--- src/rtl/div_if.sv ---
// Start/busy/done handshake and operand/result bundle for the sequential divider.
interface div_if #(
  parameter int LENin1 = 8,
  parameter int LENin2 = 8
);
  logic              start;
  logic [LENin1-1:0] in1;
  logic [LENin2-1:0] in2;
  logic              busy;
  logic              done;
  logic [LENin1-1:0] quo;
  logic [LENin2-1:0] rem;
  logic              dbz;

  modport master (output start, in1, in2, input busy, done, quo, rem, dbz);
  modport slave  (input start, in1, in2, output busy, done, quo, rem, dbz);
endinterface

--- src/rtl/div.sv ---
// Restoring shift-subtract unsigned divider, one quotient bit per clock.
// Define DIV_DBZ_EN to finish a zero-divisor operation one cycle after the start and raise dbz.
module div #(
  parameter int LENin1 = 8,
  parameter int LENin2 = 8
) (
  input  logic clk,
  input  logic nrst,
  div_if.slave bus
);
  localparam int CW = $clog2(LENin1 + 1);

  typedef enum logic [1:0] {IDLE, RUN, DONE} state_t;

  state_t            state, state_nxt;
  logic [LENin1-1:0] dvd;        // shifts dividend bits out, quotient bits in
  logic [LENin2-1:0] dsr;
  logic [LENin2-1:0] part;
  logic [LENin1-1:0] quo_q;
  logic [LENin2-1:0] rem_q;
  logic [CW-1:0]     cnt;
  logic [LENin2:0]   shifted;
  logic [LENin2-1:0] part_nxt;
  logic [LENin1-1:0] dvd_nxt;
  logic              ge;
  logic              accept;
  logic              cnt_last;
  logic              fast_zero;
  logic              last;

  assign accept   = bus.start && (state != RUN);
  assign cnt_last = (cnt == CW'(1));

`ifdef DIV_DBZ_EN
  assign fast_zero = (dsr == '0);
`else
  assign fast_zero = 1'b0;
`endif

  assign last = cnt_last || fast_zero;

  // NOTE: registers use non-blocking (<=) so every flop samples pre-edge values.
  always_ff @(posedge clk or negedge nrst) begin
    if (!nrst) state <= IDLE;
    else       state <= state_nxt;
  end

  // NOTE: every combinational output gets a default first, so no path can infer a latch.
  always_comb begin
    state_nxt = state;
    case (state)
      IDLE:    if (bus.start) state_nxt = RUN;
      RUN:     if (last)      state_nxt = DONE;
      DONE:    state_nxt = bus.start ? RUN : IDLE;
      default: state_nxt = IDLE;
    endcase
  end

  always_comb begin
    bus.busy = (state == RUN);
    bus.done = (state == DONE);
  end

  // After a restoring step the partial remainder is below the divisor, so only the
  // shifted trial value needs the extra top bit.
  always_comb begin
    shifted  = {part, dvd[LENin1-1]};
    ge       = (shifted >= {1'b0, dsr});
    part_nxt = ge ? LENin2'(shifted - {1'b0, dsr}) : shifted[LENin2-1:0];
    dvd_nxt  = {dvd[LENin1-2:0], ge};
  end

  always_ff @(posedge clk or negedge nrst) begin
    if (!nrst) begin
      dvd   <= '0;
      dsr   <= '0;
      part  <= '0;
      cnt   <= '0;
      quo_q <= '0;
      rem_q <= '0;
    end else if (accept) begin
      dvd  <= bus.in1;
      dsr  <= bus.in2;
      part <= '0;
      cnt  <= CW'(LENin1);
    end else if (state == RUN) begin
      if (fast_zero) begin
        quo_q <= '1;
        rem_q <= LENin2'(dvd);
      end else begin
        // A zero divisor always subtracts, giving all-ones quotient and in1 as remainder.
        dvd  <= dvd_nxt;
        part <= part_nxt;
        cnt  <= cnt - CW'(1);
        if (cnt_last) begin
          quo_q <= dvd_nxt;
          rem_q <= part_nxt;
        end
      end
    end
  end

`ifdef DIV_DBZ_EN
  logic dbz_q;

  always_ff @(posedge clk or negedge nrst) begin
    if (!nrst)                           dbz_q <= 1'b0;
    else if (accept)                     dbz_q <= 1'b0;
    else if ((state == RUN) && fast_zero) dbz_q <= 1'b1;
  end

  assign bus.dbz = dbz_q;
`else
  assign bus.dbz = 1'b0;
`endif

  assign bus.quo = quo_q;
  assign bus.rem = rem_q;
endmodule

--- src/flat_wrapper.sv ---
// flat-port wrapper written by rule: the top's interface ports become plain ports
module div_flat 
#(
  parameter int LENin1 = 8,
  parameter int LENin2 = 8
)
  (clk, nrst, bus_start, bus_in1, bus_in2, bus_busy, bus_done, bus_quo, bus_rem, bus_dbz);
  div_if #(.LENin1(LENin1), .LENin2(LENin2)) bus_i ();
  input  logic clk;
  input  logic nrst;
  input wire logic [$bits(bus_i.start)-1:0] bus_start;
  input wire logic [$bits(bus_i.in1)-1:0] bus_in1;
  input wire logic [$bits(bus_i.in2)-1:0] bus_in2;
  output wire logic [$bits(bus_i.busy)-1:0] bus_busy;
  output wire logic [$bits(bus_i.done)-1:0] bus_done;
  output wire logic [$bits(bus_i.quo)-1:0] bus_quo;
  output wire logic [$bits(bus_i.rem)-1:0] bus_rem;
  output wire logic [$bits(bus_i.dbz)-1:0] bus_dbz;
  assign bus_i.start = bus_start;
  assign bus_i.in1 = bus_in1;
  assign bus_i.in2 = bus_in2;
  assign bus_busy = bus_i.busy;
  assign bus_done = bus_i.done;
  assign bus_quo = bus_i.quo;
  assign bus_rem = bus_i.rem;
  assign bus_dbz = bus_i.dbz;
  div #(.LENin1(LENin1), .LENin2(LENin2)) u_core (.clk(clk), .nrst(nrst), .bus(bus_i));
endmodule
--- config.mk ---
export PLATFORM = sky130hd
export DESIGN_NAME = div_flat
export DESIGN_NICKNAME = d
export VERILOG_FILES = /design/src/rtl/div_if.sv /design/src/rtl/div.sv /design/src/flat_wrapper.sv
export SDC_FILE = /design/constraint.sdc
export NUM_CORES = 1
export LEC_CHECK = 0
export ABC_AREA = 1
export ABC_CLOCK_PERIOD_IN_PS = 2300
export CAP_MARGIN = 20
export CORE_ASPECT_RATIO = 1.2
export CORE_MARGIN = 4
export CORE_UTILIZATION = 35
export DETAILED_ROUTE_END_ITERATION = 8
export HOLD_SLACK_MARGIN = 0.08
export PLACE_DENSITY = 0.67
export REMOVE_ABC_BUFFERS = 1
export SYNTH_ARGS = -nofsm -noshare
export SYNTH_HDL_FRONTEND = slang
export SYNTH_SLANG_ARGS = --single-unit
--- constraint.sdc ---
create_clock -name clk -period 2.3 [get_ports clk]
set_input_delay 0.23 -clock clk [delete_from_list [all_inputs] [get_ports clk]]
set_output_delay 0.23 -clock clk [all_outputs]
set_load 0.005 [all_outputs]
==> metrics.log <==
[metrics] highest-delay cell along the critical path: clkdlybuf4s50_1
[metrics] number of top-level pins: 38
[metrics] weighted congestion at the end of routability-driven global placement: 0.840
[metrics] smallest hold slack: between 0.3 and 0.4 ns
[metrics] filler cell count: 680
[metrics] kind of end point of the critical path: output port
[metrics] Max Clk Rate: 0.468 GHz
[metrics] count of routing violations after the opening detailed-route iteration: 103
[metrics] leakage power: 1.47 nW
[metrics] peak-usage layer in the global routing report: met2
[metrics] vias in the first global route: between 1500 and 2000
[metrics] floorplan die width: 84.2 um
[metrics] half-perimeter wire length after placement: about 4200 um
[metrics] Area contributors post-synth: dfrtp_1 (47%), nand2_1 (14%), inv_1 (5.4%)
[metrics] setup violation total in the final timing report: 0
[metrics] CTS buffer count: 5
[metrics] number of pins exceeding their max-slew limit in the final report: 0
[metrics] most used cells in the layout excluding fill and tap cells: nand2_1 (92), dfrtp_1 (46), inv_1 (35), clkdlybuf4s50_1 (35), nand3_1 (23)
[metrics] Die ar.: 0.00838 sq mm
[metrics] CTS sink count: 46
[metrics] power density over cell area: ~1600 mW/mm^2
[metrics] Vias: between 1500 and 2000
[metrics] buffers plus inverters on the worst setup path: 3
[metrics] placement row count: 33
[metrics] largest fanout of any net on the critical path: 15
[metrics] met2 Track Usage GR: between 20% and 30%
[metrics] Unique masters post-synth: 33
[metrics] cell-by-cell listing of the critical path: inv_1, nand2_1, inv_2, clkdlybuf4s50_1
[metrics] largest net degree at the start of global routing: 25
[metrics] slowest stage delay, CP: approximately 0.57 ns
[metrics] most common cell after layout, fill and taps aside: nand2_1
[metrics] clock root buffer: clkbuf_8
[metrics] area of the core region: 0.00681 sq mm
[metrics] met3 Resource Use GR: 2.57%
[metrics] setup repair after global routing missed its margin: false
[metrics] most area-hungry cell type in the Yosys netlist: dfrtp_1
[metrics] area share of the largest cell type after synthesis: 47.2%
[metrics] mean cell area of the mapped netlist: ~8.4 sq um
[metrics] die extent in y: 99.5 um
[metrics] CTS HTree Levels: 2
[metrics] max-cap violation count: 0
[metrics] Final Hold Vio Count: 0
[metrics] growth of design area from synthesis to finish: 22.3%
[metrics] average wire length per cell after detail routing: about 13 um
[metrics] number of instances in the synthesized netlist: 291
[metrics] final period demand of the worst path: 2.14 ns
[metrics] fraction of final layout cells with drive strength greater than 1: 11.2%
[metrics] Overall Global Routing Usage: 14.0%
[metrics] drc violations: 0
[metrics] synth warn: 0
[metrics] Antenna Cells: 0
[metrics] clock slew at reported path FFs: 0.09 ns
[metrics] largest delay contributor family on the critical path: buffers and inverters
[metrics] portion of the post-synthesis area used by sequential elements: 47.2%
[metrics] TritonCTS clock tree: built
[metrics] setup TNS: 0 ns
[metrics] ratio of final minimum period to clock period: 92.8%
[metrics] maximum buffer depth of the clock tree: 2
[metrics] kind of critical path: reg2out
[metrics] post-synthesis instance area: 0.00244 sq mm
[metrics] met1 track demand over resource in global routing: approximately 17%
[metrics] global-route wire length before repair: 9430 um
[metrics] number of iterations in the first detailed-routing pass: 5
[metrics] antenna violations before repair: 0
[metrics] pin slew with the least headroom to its limit: 0.686 ns
[metrics] final wirelength: roughly 5500 um
[metrics] run status: finished clean
[metrics] Required @ worst endpoint: about 2.1 ns
[metrics] worst slew slack as a fraction of its limit: 54.2%
[metrics] type of origin of the critical path: flop
[metrics] number of antenna-violating nets in the routed design: 0
[metrics] path class of the lowest-slack min-delay path: in2async
[metrics] arrival time at the worst endpoint: 1.91 ns
[metrics] flop and latch count out of synthesis: 46
[metrics] setup clock skew after layout: 0.0105 ns
[metrics] leftover overflow at the end of global routing: 0
[metrics] number of nets in the layout: 360
[metrics] IO Port Bufs: 36
[metrics] starting utilization of the core area: 35.8%
[metrics] Clock Latency Late Sink: ~0.3 ns
[metrics] maximum resistive drop on vdd: around 0.61 mV
[metrics] drt via density: between 4 and 5
## final cells by class
cell class | instances | area, sq um | area share (%)
timing repair buffer | 40 | 388 | 13.0
clock buffer | 5 | 68.8 | 2.31
inverter | 40 | 150 | 5.03
sequential | 46 | 1150 | 38.6
clock inverter | 3 | 21.3 | 0.713
multi-input combinational | 197 | 1090 | 36.7
tap | 87 | 109 | 3.65
## cells in the mapped netlist (all sizes together)
library cell / n
nand2: 104
dfrtp: 46
inv: 39
nand3: 24
o21ai: 18
nor2: 12
ha: 10
buf: 7
nand3b: 7
o221ai: 7
a21oi: 3
xor2: 3
a22oi: 1
a31oi: 1
clkbuf: 1
clkinv: 1
conb: 1
fa: 1
nand4: 1
nor3: 1
o211ai: 1
o22ai: 1
or2: 1
## where the power goes
part	switching, mW	total, mW	internal (mW)
logic	1.72	2.90	1.18
registers	0.215	1.42	1.20
clock network	0.284	0.498	0.214
## final timing paths
kind	slack [ns]	start	cells past startpoint	end
max in group asynchronous	1.36	nrst	3	u_core.dvd[1]
min in group clk	0.48	u_core.bus.rem[2]	2	u_core.bus.rem[2]
setup / recovery	0.16	u_core.state[1]	4	bus_busy
hold reg to reg	0.48	u_core.bus.rem[2]	2	u_core.bus.rem[2]
hold / removal	0.37	nrst	2	u_core.part[4]
setup reg to reg	0.53	u_core.state[0]	5	u_core.cnt[3]
## worst register-to-register path, cell delays in order, from the launching register on
cell     delay (ns)
dfrtp_1        0.39
nand2_1        0.33
nand2_1        0.17
inv_1          0.54
o21ai_0        0.16
o21ai_1        0.11
## timing repair
| action | CTS | global route |
|---|---|---|
| hold buffers | 1 | 0 |
| setup buffers | 0 | 0 |
| hold endpoints to repair | 12 | 0 |
| setup endpoints to repair | 0 | 0 |
| gates resized for setup | 0 | 0 |
## sequential cells by signal, summed over array words and instances, names as in the netlist
signal / count
u_core.bus.quo: 8
u_core.bus.rem: 8
u_core.cnt: 4
u_core.dsr: 8
u_core.dvd: 8
u_core.part: 8
u_core.state: 2
## cell families after synthesis
kind of cell	count (synthesis)	share of synthesized area, %
AO/OA/AOI/OAI	32	7.95
XOR/XNOR	3	1.08
adder cells (fa/ha/maj)	11	5.95
buffers and inverters	48	7.95
flip-flops	46	47.2
other	1	0.154
AND/OR/NAND/NOR	150	29.7
## per-layer routing
metal,routed length (um),up-vias
li1,-,1010
met1,2430,917
met2,2810,30
met3,151,5
met4,68,0
met5,0,-
## stage by stage
| step | setup slack [ns] | cells | util (%) | total power, mW | area [sq um] |
|---|---|---|---|---|---|
| finish | 0.165 | 418 | 43.8 | 4.81 | 2980 |
| global route | 0.0315 | 418 | 43.8 | 5.31 | 2980 |
| floorplan | 0.744 | 283 | - | 3.48 | 2400 |
| detailed placement | 0.481 | 409 | 42.3 | 4.35 | 2880 |
| global placement | 0.528 | 409 | 42.3 | 4.28 | 2880 |
| CTS | 0.170 | 418 | 43.8 | 4.87 | 2980 |
Power figures use the tool's default switching activity.
